File: src/rtl/apb_timer_master.sv
// APB requester for the timer completer port: turns single valid/ready commands into
// SETUP/ACCESS transfers and returns read data / error status through a one-deep response register.
`timescale 1ns/1ps
module apb_timer_master #(
  parameter int ADDR_W  = 12,
  parameter int DATA_W  = 32,
  parameter int TIMEOUT = 255
) (
  input  logic                sys_clk,
  input  logic                sys_rst,
  input  logic                cmd_valid,
  output logic                cmd_ready,
  input  logic                cmd_write,
  input  logic [ADDR_W-1:0]   cmd_addr,
  input  logic [DATA_W-1:0]   cmd_wdata,
  input  logic [DATA_W/8-1:0] cmd_strb,
  output logic                rsp_valid,
  input  logic                rsp_ready,
  output logic [DATA_W-1:0]   rsp_rdata,
  output logic                rsp_err,
  output logic                rsp_timeout,
  output logic                tim_psel,
  output logic                tim_penable,
  output logic                tim_pwrite,
  output logic [ADDR_W-1:0]   tim_paddr,
  output logic [DATA_W-1:0]   tim_pwdata,
  output logic [DATA_W/8-1:0] tim_pstrb,
  input  logic                tim_pready,
  input  logic                tim_pslverr,
  input  logic [DATA_W-1:0]   tim_prdata
);

  localparam int CNT_W = (TIMEOUT < 1) ? 1 : $clog2(TIMEOUT + 1);
  localparam logic [CNT_W-1:0] CNT_LIMIT = CNT_W'(TIMEOUT);

  typedef enum logic [1:0] {IDLE, SETUP, ACCESS} state_e;

  state_e               state_q;
  logic [CNT_W-1:0]     cnt_q;
  logic [CNT_W-1:0]     cnt_d;
  logic                 psel_q;
  logic                 penable_q;
  logic                 pwrite_q;
  logic [ADDR_W-1:0]    paddr_q;
  logic [DATA_W-1:0]    pwdata_q;
  logic [DATA_W/8-1:0]  pstrb_q;
  logic                 rsp_valid_q;
  logic [DATA_W-1:0]    rsp_rdata_q;
  logic                 rsp_err_q;
  logic                 rsp_timeout_q;
  logic                 accept;
  logic                 done_ok;
  logic                 done_to;

  assign cmd_ready = (state_q == IDLE) && (!rsp_valid_q || rsp_ready);
  assign accept    = cmd_valid && cmd_ready;

  // cnt_d is the wait count including the current pready-low cycle; it saturates
  assign cnt_d   = (cnt_q == {CNT_W{1'b1}}) ? cnt_q : cnt_q + CNT_W'(1);
  assign done_ok = (state_q == ACCESS) && tim_pready;
  assign done_to = (state_q == ACCESS) && !tim_pready && (TIMEOUT != 0) && (cnt_d == CNT_LIMIT);

  always_ff @(posedge sys_clk or posedge sys_rst) begin
    if (sys_rst) begin
      state_q       <= IDLE;
      cnt_q         <= '0;
      psel_q        <= 1'b0;
      penable_q     <= 1'b0;
      pwrite_q      <= 1'b0;
      paddr_q       <= '0;
      pwdata_q      <= '0;
      pstrb_q       <= '0;
      rsp_valid_q   <= 1'b0;
      rsp_rdata_q   <= '0;
      rsp_err_q     <= 1'b0;
      rsp_timeout_q <= 1'b0;
    end else begin
      // a completion on the same edge as a consume overwrites the old response
      if (done_ok || done_to) begin
        rsp_valid_q   <= 1'b1;
        rsp_rdata_q   <= (done_ok && !pwrite_q) ? tim_prdata : '0;
        rsp_err_q     <= done_to | tim_pslverr;
        rsp_timeout_q <= done_to;
      end else if (rsp_ready) begin
        rsp_valid_q   <= 1'b0;
      end

      case (state_q)
        IDLE: begin
          if (accept) begin
            pwrite_q  <= cmd_write;
            paddr_q   <= cmd_addr;
            pwdata_q  <= cmd_wdata;
            pstrb_q   <= cmd_write ? cmd_strb : '0;
            psel_q    <= 1'b1;
            penable_q <= 1'b0;
            cnt_q     <= '0;
            state_q   <= SETUP;
          end
        end
        SETUP: begin
          penable_q <= 1'b1;
          state_q   <= ACCESS;
        end
        ACCESS: begin
          if (done_ok || done_to) begin
            psel_q    <= 1'b0;
            penable_q <= 1'b0;
            state_q   <= IDLE;
          end else begin
            cnt_q <= cnt_d;
          end
        end
        default: state_q <= IDLE;
      endcase
    end
  end

  assign tim_psel    = psel_q;
  assign tim_penable = penable_q;
  assign tim_pwrite  = pwrite_q;
  assign tim_paddr   = paddr_q;
  assign tim_pwdata  = pwdata_q;
  assign tim_pstrb   = pstrb_q;
  assign rsp_valid   = rsp_valid_q;
  assign rsp_rdata   = rsp_rdata_q;
  assign rsp_err     = rsp_err_q;
  assign rsp_timeout = rsp_timeout_q;

endmodule

File: config.mk
export PLATFORM = sky130hd
export DESIGN_NAME = apb_timer_master
export DESIGN_NICKNAME = d
export VERILOG_FILES = /design/src/rtl/apb_timer_master.sv
export SDC_FILE = /design/constraint.sdc
export NUM_CORES = 1
export LEC_CHECK = 0
export ABC_AREA = 1
export CORE_MARGIN = 2
export CORE_UTILIZATION = 39
export DETAILED_ROUTE_END_ITERATION = 12
export HOLD_SLACK_MARGIN = 0.02
export PLACE_DENSITY = 0.76
export SETUP_SLACK_MARGIN = 0.3
export SKIP_CTS_REPAIR_TIMING = 1
export SYNTH_ARGS = -nofsm -noshare
export SYNTH_HDL_FRONTEND = slang
export SYNTH_SLANG_ARGS = --single-unit
File: constraint.sdc
create_clock -name sys_clk -period 3.2 [get_ports sys_clk]
set_clock_uncertainty 0.1 [all_clocks]
set_input_delay 0.8 -clock sys_clk [delete_from_list [all_inputs] [get_ports sys_clk]]
set_output_delay 0.8 -clock sys_clk [all_outputs]
set_load 0.05 [all_outputs]
==> impl_metrics.env, run 1 <==
export IMPL_layout_commonest_cell="nand2_1"
export IMPL_synthArstFlopShare=1.00
export IMPL_cap_viol_max_count=0
export IMPL_hold_end="tim_pwdata[27]"
export IMPL_die_h_um=107
export IMPL_drc=0
export IMPL_crit_arrival_ns=1.69
export IMPL_cts_tree="built"
export IMPL_track_usage=0.198
export IMPL_multi_input_area_um2=1560
export IMPL_fmax_ghz=0.387
export IMPL_area_growth_pct=50.2
export IMPL_p_switching_w=0.00336
export IMPL_slew_viol_final=0
export IMPL_cts_clk_slew_worst_paths_ns=0.08
export IMPL_h_tree_depth=3
export IMPL_synth_nets=570
export IMPL_cts_buffers=9
export IMPL_synth_enable_flop_cells=0
export IMPL_core_rowCount=37
export IMPL_grt_pass1_vias=3818
export IMPL_synth_seq_cells=96
export IMPL_drive_above_1_share=0.0736
export IMPL_syn_area_um2=4160
export IMPL_regToRegEndpoint="rsp_rdata[28]"
export IMPL_fillers=904
export IMPL_end_kind="output pin"
export IMPL_min_period_ns=2.59
export IMPL_grt_first_pass_wirelength_mm=18.1
export IMPL_io_pins=174
export IMPL_crit_fanout=2
export IMPL_p_leak_nw=3.04
export IMPL_worstPathCellList="clkdlybuf4s50_1, inv_1, nand2_1, nand2_1, inv_1, buf_12"
export IMPL_p_comb_frac=0.569
export IMPL_critPathRequiredTime_ns=2.30
export IMPL_intPower_w=0.00349
export IMPL_initial_utilization=0.403
export IMPL_ant_nets=0
export IMPL_vias_per_cell=4.83
export IMPL_cts_max_path_buffers=2
export IMPL_hold_class="reg -> reg"
export IMPL_clock_latency_ns=0.35
export IMPL_clockRootBuffer="clkbuf_8"
export IMPL_final_nets=736
export IMPL_setup_viol=0
export IMPL_drt_iter0_drc=195
export IMPL_rsz0062_at_grt="no"
export IMPL_hold_start="tim_pwdata[27]"
export IMPL_routedWlPerCell_um=14.2
export IMPL_slew_headroom=0.317
export IMPL_cts_sink_count=96
export IMPL_fin_setup_tns_ns=0
export IMPL_swShare=0.491
export IMPL_status="finished, final reports clean"
export IMPL_final_util=0.605
export IMPL_synthFlopType="dfrtp_1"
export IMPL_irDropWorstVdd_uv=612
export IMPL_fp_coreArea_um2=10300
export IMPL_place_gp_congestion=0.868
export IMPL_grt_max_degree=58
export IMPL_p_clk_frac=0.136
export IMPL_die_area_um2=11500
export IMPL_yosysSeqAreaShare=0.578
export IMPL_fin_crit_sh=0.808
export IMPL_p_seq_frac=0.295
export IMPL_reg2reg_depth=11
export IMPL_worst_pin_slew_ns=1.02
export IMPL_dp_hpwl_mm=8.05
export IMPL_antenna_found_initial=0
export IMPL_netlist_instances=482
export IMPL_cpPeakStageDelay_ns=0.45
export IMPL_worst_setup_path_type="in -> out"
export IMPL_p_per_area_nw_per_um2=1100
export IMPL_wl_mm=11.2
export IMPL_port_buffers=173
export IMPL_crit_slowest_cell="clkdlybuf4s50_1"
export IMPL_cp_start_kind="input port"
export IMPL_layout_common_cells="nand2_1, clkdlybuf4s50_1, dfrtp_1, nand3_1, nand3_2"
export IMPL_yosys_warnings=0
export IMPL_drtPass1Iterations=4
export IMPL_timing_rr_start="cnt_q[0]"
export IMPL_regArea_um2=2400
export IMPL_hold_path_depth=2
export IMPL_avgSynthCellArea_um2=8.63
export IMPL_finalHoldViolations=0
export IMPL_vias=3809
export IMPL_grt_overflow=0
export IMPL_fp_dieW_um=107
export IMPL_synth_cell_types=24
export IMPL_insertedDiodeCount=0
export IMPL_ff2ff_setup_slack_ns=0.77
## metal layers
layer  routed length, µm  global-route usage  part of all wire  up-vias
met4                 155              0.0733             0.014        0
met5                   0                   0                 0        -
met1                4730               0.248              0.42     1817
met2                5510               0.331              0.49      129
met3                 768              0.0496             0.069       15
li1                    -                   -                 -     1848
## critical path, delay by kind of cell
family	cells	cell delay, ns
buf+inv	4	0.76
simple gates	2	0.12
## sequential cells by signal, summed over array words and instances, names as in the netlist, 2 cells and up
signal,count
tim_paddr,12
state_q,2
tim_pstrb,4
rsp_rdata,32
cnt_q,8
tim_pwdata,32
## worst max path at each step
stage,start,end,slack [ns],cells past startpoint
after detailed placement,rsp_ready,cmd_ready,0.61,6
after CTS,rsp_ready,cmd_ready,0.61,6
after global routing,cnt_q[0],tim_psel,0.54,10
after floorplan,rsp_ready,tim_paddr[0],0.82,10
final,rsp_ready,cmd_ready,0.61,6
after global placement,rsp_ready,cmd_ready,0.62,6
## cells in the mapped netlist, drive strengths merged, types with 2 or more instances
master  instances  area, µm²
nand2         231        875
dfrtp          96       2400
nand3          84        513
clkbuf         14       52.6
inv            14       52.6
buf            12       86.3
nor2           10       50.1
a21oi           8       40.0
o21ai           5       25.0
nand4           2       12.5
## area by class of cell
cell class | count | area share
repair buffers | 181 | 0.291
clock buffers | 12 | 0.0232
clock inverters | 3 | 0.0144
multi-input cells | 345 | 0.250
well taps | 136 | 0.0272
flip-flops and latches | 96 | 0.385
inverters | 15 | 0.00962
## per-stage QoR
| stage | area (µm²) | total power [W] | hold WS (ns) | std cells | setup slack [ns] |
|---|---|---|---|---|---|
| after detailed placement | 6010 | 0.00596 | 0.364 | 773 | 0.613 |
| after CTS | 6240 | 0.00692 | 0.388 | 788 | 0.607 |
| after global placement | 6010 | 0.00589 | 0.363 | 773 | 0.620 |
| after floorplan | 4160 | 0.00454 | 0.393 | 482 | 0.823 |
| final | 6240 | 0.00685 | 0.380 | 788 | 0.613 |
| after global routing | 6240 | 0.00720 | 0.406 | 788 | 0.543 |
## power by group through the flow
stage | combinational [W] | clock, W | sequential, W
finish | 0.00390 | 0.000930 | 0.00202
global route | 0.00412 | 0.000999 | 0.00208
CTS | 0.00394 | 0.000956 | 0.00202
detailed placement | 0.00393 | 0 | 0.00203
global placement | 0.00387 | 0 | 0.00202
floorplan | 0.000876 | 0 | 0.00367
## logic make-up after synthesis
kind of cell | Yosys count | share of synthesized area
and+or+nand+nor | 327 | 0.349
DFF | 96 | 0.578
buffers and inverters | 41 | 0.0469
AOI/OAI and AO/OA | 15 | 0.0190
xor gates and xnor gates | 1 | 0.00211
muxes | 1 | 0.00241
adders and majority gates | 1 | 0.00301
(Power assumes the default switching activity.)
==> run 2: changes to the inputs <==
--- a/config.mk
+++ b/config.mk
@@ -7,10 +7,10 @@
 export LEC_CHECK = 0
 export ABC_AREA = 1
 export CORE_MARGIN = 2
-export CORE_UTILIZATION = 39
+export CORE_UTILIZATION = 43
 export DETAILED_ROUTE_END_ITERATION = 12
 export HOLD_SLACK_MARGIN = 0.02
-export PLACE_DENSITY = 0.76
+export PLACE_DENSITY = 0.8
 export SETUP_SLACK_MARGIN = 0.3
 export SKIP_CTS_REPAIR_TIMING = 1
 export SYNTH_ARGS = -nofsm -noshare
==> constraint.sdc (replaced) <==
create_clock -name sys_clk -period 2.5 [get_ports sys_clk]
set_clock_uncertainty 0.1 [all_clocks]
set_input_delay 0.625 -clock sys_clk [delete_from_list [all_inputs] [get_ports sys_clk]]
set_output_delay 0.625 -clock sys_clk [all_outputs]
set_load 0.05 [all_outputs]
==> run 2 against run 1 <==
Register-to-register slack got worse by 0.31 ns. Clock power rose by 34%. Core utilization rose by 10 points. Setup slack got worse by 0.16 ns. Highest routed layer unchanged. Die area fell by 9.0%. Power rose by 30%.
==> impl_metrics.env, run 2 (same netlist as run 1, synthesis figures left out) <==
export IMPL_p_clk_frac=0.140
export IMPL_hold_class="reg -> reg"
export IMPL_fmax_ghz=0.489
export IMPL_cts_tree="built"
export IMPL_p_switching_w=0.00442
export IMPL_p_seq_frac=0.287
export IMPL_initial_utilization=0.446
export IMPL_wl_mm=11.7
export IMPL_grt_pass1_vias=3751
export IMPL_die_area_um2=10500
export IMPL_crit_fanout=36
export IMPL_die_h_um=102
export IMPL_cap_viol_max_count=0
export IMPL_busiest_layer="met2"
export IMPL_irDropWorstVdd_uv=833
export IMPL_min_period_ns=2.04
export IMPL_place_gp_congestion=0.805
export IMPL_insertedDiodeCount=0
export IMPL_cts_buffers=9
export IMPL_use_met2=0.347
export IMPL_drt_iter0_drc=155
export IMPL_fin_setup_tns_ns=0
export IMPL_end_kind="register"
export IMPL_clock_latency_ns=0.35
export IMPL_drtPass1Iterations=4
export IMPL_grt_max_degree=97
export IMPL_grt_overflow=0
export IMPL_io_pins=174
export IMPL_layout_cells_non_filler=790
export IMPL_antenna_found_initial=0
export IMPL_p_per_area_nw_per_um2=1350
export IMPL_met1_usage=0.274
export IMPL_layout_common_cells="nand2_1, dfrtp_1, dlymetal6s2s_1, clkdlybuf4s50_1, nand3_1"
export IMPL_status="finished, final reports clean"
export IMPL_ant_nets=0
export IMPL_track_usage=0.215
export IMPL_port_buffers=173
export IMPL_rsz0062_at_grt="no"
export IMPL_vias_per_cell=4.97
export IMPL_critPathRequiredTime_ns=2.65
export IMPL_fp_dieW_um=102
export IMPL_fp_coreArea_um2=9330
export IMPL_slew_headroom=0.621
export IMPL_dpl_cell_area_um2=6070
export IMPL_cts_max_path_buffers=2
export IMPL_final_nets=744
export IMPL_setup_viol=0
export IMPL_worst_pin_slew_ns=0.568
export IMPL_dp_hpwl_mm=8.09
export IMPL_p_leak_nw=4.22
export IMPL_finalHoldViolations=0
export IMPL_cts_sink_count=96
export IMPL_cp_start_kind="register"
export IMPL_h_tree_depth=3
export IMPL_vias=3930
export IMPL_slew_viol_final=0
export IMPL_routedWlPerCell_um=14.8
export IMPL_intPower_w=0.00450
export IMPL_stdcell_area_um2=6610
export IMPL_fin_crit_sh=0.818
export IMPL_drive_above_1_share=0.0953
export IMPL_swShare=0.496
export IMPL_met3_usage=0.0472
export IMPL_cts_clk_slew_worst_paths_ns=0.10
export IMPL_placed_cells=768
export IMPL_area_growth_pct=59.0
export IMPL_crit_arrival_ns=2.20
export IMPL_p_comb_frac=0.573
export IMPL_clockRootBuffer="clkbuf_8"
export IMPL_power_w=0.00892
export IMPL_drc=0
export IMPL_core_rowCount=35
export IMPL_worst_setup_path_type="reg -> reg"
export IMPL_grt_first_pass_wirelength_mm=17.6
export IMPL_layout_commonest_cell="nand2_1"
[run 2: cell count changes in the layout (fill, tap and decap cells not counted), moves of 3 or more]
| cell | delta |
|---|---|
| buf_12 | +4 |
| buf_4 | +4 |
| clkdlybuf4s50_1 | -87 |
| dlymetal6s2s_1 | +87 |
| nand2_4 | +3 |
[run 2: path summary, 6_finish.rpt]
check                                       to  depth (start not counted)  slack [ns]           start
worst max-delay path             rsp_rdata[18]                         11        0.46        cnt_q[0]
worst min register to register  tim_pwdata[22]                          2        0.38  tim_pwdata[22]
worst max register to register   rsp_rdata[18]                         11        0.46        cnt_q[0]
min in group asynchronous        rsp_rdata[19]                          3        0.67         sys_rst
max in group asynchronous             cnt_q[1]                          3        1.24         sys_rst
worst min-delay path            tim_pwdata[22]                          2        0.38  tim_pwdata[22]
[run 2: worst max-delay path: stages (launching register included)]
cell     delay [ns]
dfrtp_1        0.42
ha_1           0.26
nand3_1        0.13
inv_2          0.12
nand2_4        0.09
nand3_1        0.12
nand3_2        0.09
nor2_4         0.15
nand3_4        0.08
buf_12         0.20
nand3_1        0.10
nand2_1        0.07
[run 2: metrics by stage]
step                hold slack, ns  setup slack (ns)   util
floorplan                    0.393             0.359      -
global placement             0.365             0.261  0.651
detailed placement           0.367             0.241  0.651
CTS                          0.391             0.173  0.678
global route                 0.406             0.324  0.709
finish                       0.380             0.456  0.709
[run 2: final cells by class]
type | count | area [µm²]
clock buffer | 9 | 124
clock inverter | 7 | 126
fill | 686 | 2720
inverter | 15 | 63.8
multi-input combinational | 345 | 1590
sequential | 96 | 2400
tap | 129 | 161
timing repair buffer | 189 | 2140
[run 2: routing by layer]
layer / vias to the layer above / wire, µm
li1: 1874 / -
met1: 1885 / 4810
met2: 141 / 5830
met3: 30 / 623
met4: 0 / 393
met5: - / 0
[run 2: power groups by stage]
stage / logic (W) / registers, W / clock network, W
final: 0.00511 / 0.00256 / 0.00125
after CTS: 0.00513 / 0.00258 / 0.00127
after global placement: 0.00502 / 0.00258 / 0
after detailed placement: 0.00512 / 0.00259 / 0
after floorplan: 0.00113 / 0.00469 / 0
after global routing: 0.00539 / 0.00264 / 0.00132
==> run 3: changes to the inputs <==
==> constraint.sdc (replaced) <==
create_clock -name sys_clk -period 2.03 [get_ports sys_clk]
set_clock_uncertainty 0.1 [all_clocks]
set_input_delay 0.5075 -clock sys_clk [delete_from_list [all_inputs] [get_ports sys_clk]]
set_output_delay 0.5075 -clock sys_clk [all_outputs]
set_load 0.05 [all_outputs]
==> run 3 against run 2 <==
Power is 22% higher. Sequential power grew 26%. Critical path depth down 1. Flip-flop and latch count unchanged. Worst hold slack better by 0.0096 ns. First-iteration DRC count increased by 34%. Via count rose by 1.8%. Core utilization increased by 0.20 points. Register-to-register slack lost 0.37 ns. Maximum frequency grew 5.1%. Count of clock-buffer cells in the layout did not move. Critical path type unchanged. Largest power group unchanged.
==> impl_metrics.env, run 3 (same netlist as run 1, synthesis figures left out) <==
export IMPL_status="finished, final reports clean"
export IMPL_insertedDiodeCount=0
export IMPL_vias_per_cell=4.92
export IMPL_cap_viol_max_count=0
export IMPL_finalHoldViolations=0
export IMPL_path_common_cell="nand2_1"
export IMPL_initial_utilization=0.446
export IMPL_fin_setup_tns_ns=0
export IMPL_crit_arrival_ns=2.11
export IMPL_critPathRequiredTime_ns=2.19
export IMPL_vias=4000
export IMPL_cts_sink_count=96
export IMPL_irDropWorstVdd_uv=1180
export IMPL_area_growth_pct=59.4
export IMPL_reg2reg_depth=10
export IMPL_worst_pin_slew_ns=0.394
export IMPL_setup_viol=0
export IMPL_drt_iter0_drc=208
export IMPL_clockRootBuffer="clkbuf_8"
export IMPL_fin_hold_ws_ns=0.389
export IMPL_routedWlPerCell_um=15.1
export IMPL_worst_setup_path_type="reg -> reg"
export IMPL_stdcell_area_um2=6630
export IMPL_end_kind="register"
export IMPL_fp_dieW_um=102
export IMPL_antenna_found_initial=0
export IMPL_placed_cells=779
export IMPL_ant_nets=0
export IMPL_fp_coreArea_um2=9330
export IMPL_cpPeakStageDelay_ns=0.42
export IMPL_regToRegEndpoint="rsp_rdata[31]"
export IMPL_drive_above_1_share=0.317
export IMPL_slew_headroom=0.737
export IMPL_crit_slowest_cell="dfrtp_1"
export IMPL_endpoint="rsp_rdata[31]"
export IMPL_final_nets=767
export IMPL_cts_clk_slew_worst_paths_ns=0.10
export IMPL_ff2ff_setup_slack_ns=0.09
export IMPL_h_tree_depth=3
export IMPL_grt_max_degree=67
export IMPL_port_buffers=173
export IMPL_fin_crit_sh=0.958
export IMPL_min_period_ns=1.94
export IMPL_core_rowCount=35
export IMPL_place_gp_congestion=0.869
export IMPL_slew_viol_final=0
export IMPL_p_leak_nw=3.40
export IMPL_drc=0
export IMPL_hold_class="reg -> reg"
export IMPL_wl_mm=12.3
export IMPL_cts_tree="built"
export IMPL_worstPathCellList="ha_4, buf_4, xnor2_2, nand2_1, nand2_1, nor2_4, nand3_4, clkbuf_16, nand3_1, nand2_1"
export IMPL_io_pins=174
export IMPL_grt_first_pass_wirelength_mm=18.3
export IMPL_fillers=686
export IMPL_crit_fanout=6
export IMPL_grt_pass1_vias=3798
export IMPL_cts_buffers=9
export IMPL_cp_start_kind="register"
export IMPL_fmax_ghz=0.514
export IMPL_layout_cells_non_filler=813
export IMPL_layout_common_cells="nand2_1, buf_4, dfrtp_1, clkdlybuf4s50_1, nand3_1"
export IMPL_cts_max_path_buffers=2
export IMPL_timing_rr_start="cnt_q[0]"
export IMPL_dp_hpwl_mm=8.25
export IMPL_drtPass1Iterations=4
export IMPL_die_h_um=102
export IMPL_p_per_area_nw_per_um2=1640
export IMPL_startpoint="cnt_q[0]"
export IMPL_grt_overflow=0
export IMPL_clock_latency_ns=0.36
export IMPL_power_w=0.0109
export IMPL_rsz0062_at_grt="yes"
export IMPL_track_usage=0.221
export IMPL_dpl_cell_area_um2=6110
export IMPL_die_area_um2=10500
export IMPL_layout_commonest_cell="nand2_1"
run 3: cell count changes in the layout (fill, tap and decap cells not counted), moves of 7 or more:
cell / previous run / this run
buf_4: 11 / 110
nand2_2: 3 / 10
nand2_1: 225 / 217
dlymetal6s2s_1: 87 / 1
nand3_1: 67 / 41
nand3_2: 16 / 40
run 3: worst min-delay path by stage:
stage,start,end,slack (ns),cells after the start
after floorplan,state_q[0],state_q[1],0.39,2
after global placement,tim_paddr[10],tim_paddr[10],0.37,2
after detailed placement,tim_paddr[6],tim_paddr[6],0.37,2
after CTS,tim_paddr[9],tim_paddr[9],0.39,2
after global routing,tim_pwdata[28],tim_pwdata[28],0.41,2
final,tim_paddr[9],tim_paddr[9],0.39,2
run 3: worst max-delay path, delay by kind of cell (launching register included):
family	cells	cell delay, ns
xor+xnor	1	0.14
fa+ha+maj	1	0.20
buf+inv	2	0.37
flops	1	0.42
simple gates	6	0.62
run 3: metrics by stage:
| step | util | worst slack, ns |
|---|---|---|
| after floorplan | - | 0.189 |
| after global placement | 0.656 | -0.0101 |
| after detailed placement | 0.656 | -0.00997 |
| after CTS | 0.678 | -0.0123 |
| after global routing | 0.711 | -0.0178 |
| final | 0.711 | 0.0861 |
run 3: metal layers:
| layer | wire length [µm] | track usage | up-vias |
|---|---|---|---|
| li1 | - | - | 1920 |
| met1 | 4940 | 0.291 | 1909 |
| met2 | 6210 | 0.360 | 152 |
| met3 | 895 | 0.0609 | 19 |
| met4 | 235 | 0.0677 | 0 |
| met5 | 0 | 0 | - |
run 3: layout make-up:
class	instances	area (µm²)	share of cell area
clock buffers	9	124	0.0187
inverters	15	66.3	0.0100
clock inverters	7	83.8	0.0126
multi-input cells	345	1820	0.274
repair buffers	212	1970	0.297
flip-flops and latches	96	2410	0.363
well taps	129	161	0.0244
run 3: report_power, final:
part	total, W	leakage (nW)	internal, W	switching, W
clock	0.00132	0.108	0.000596	0.000728
combinational	0.00634	2.08	0.00195	0.00439
sequential	0.00322	1.21	0.00270	0.000518
total	0.0109	3.40	0.00525	0.00563
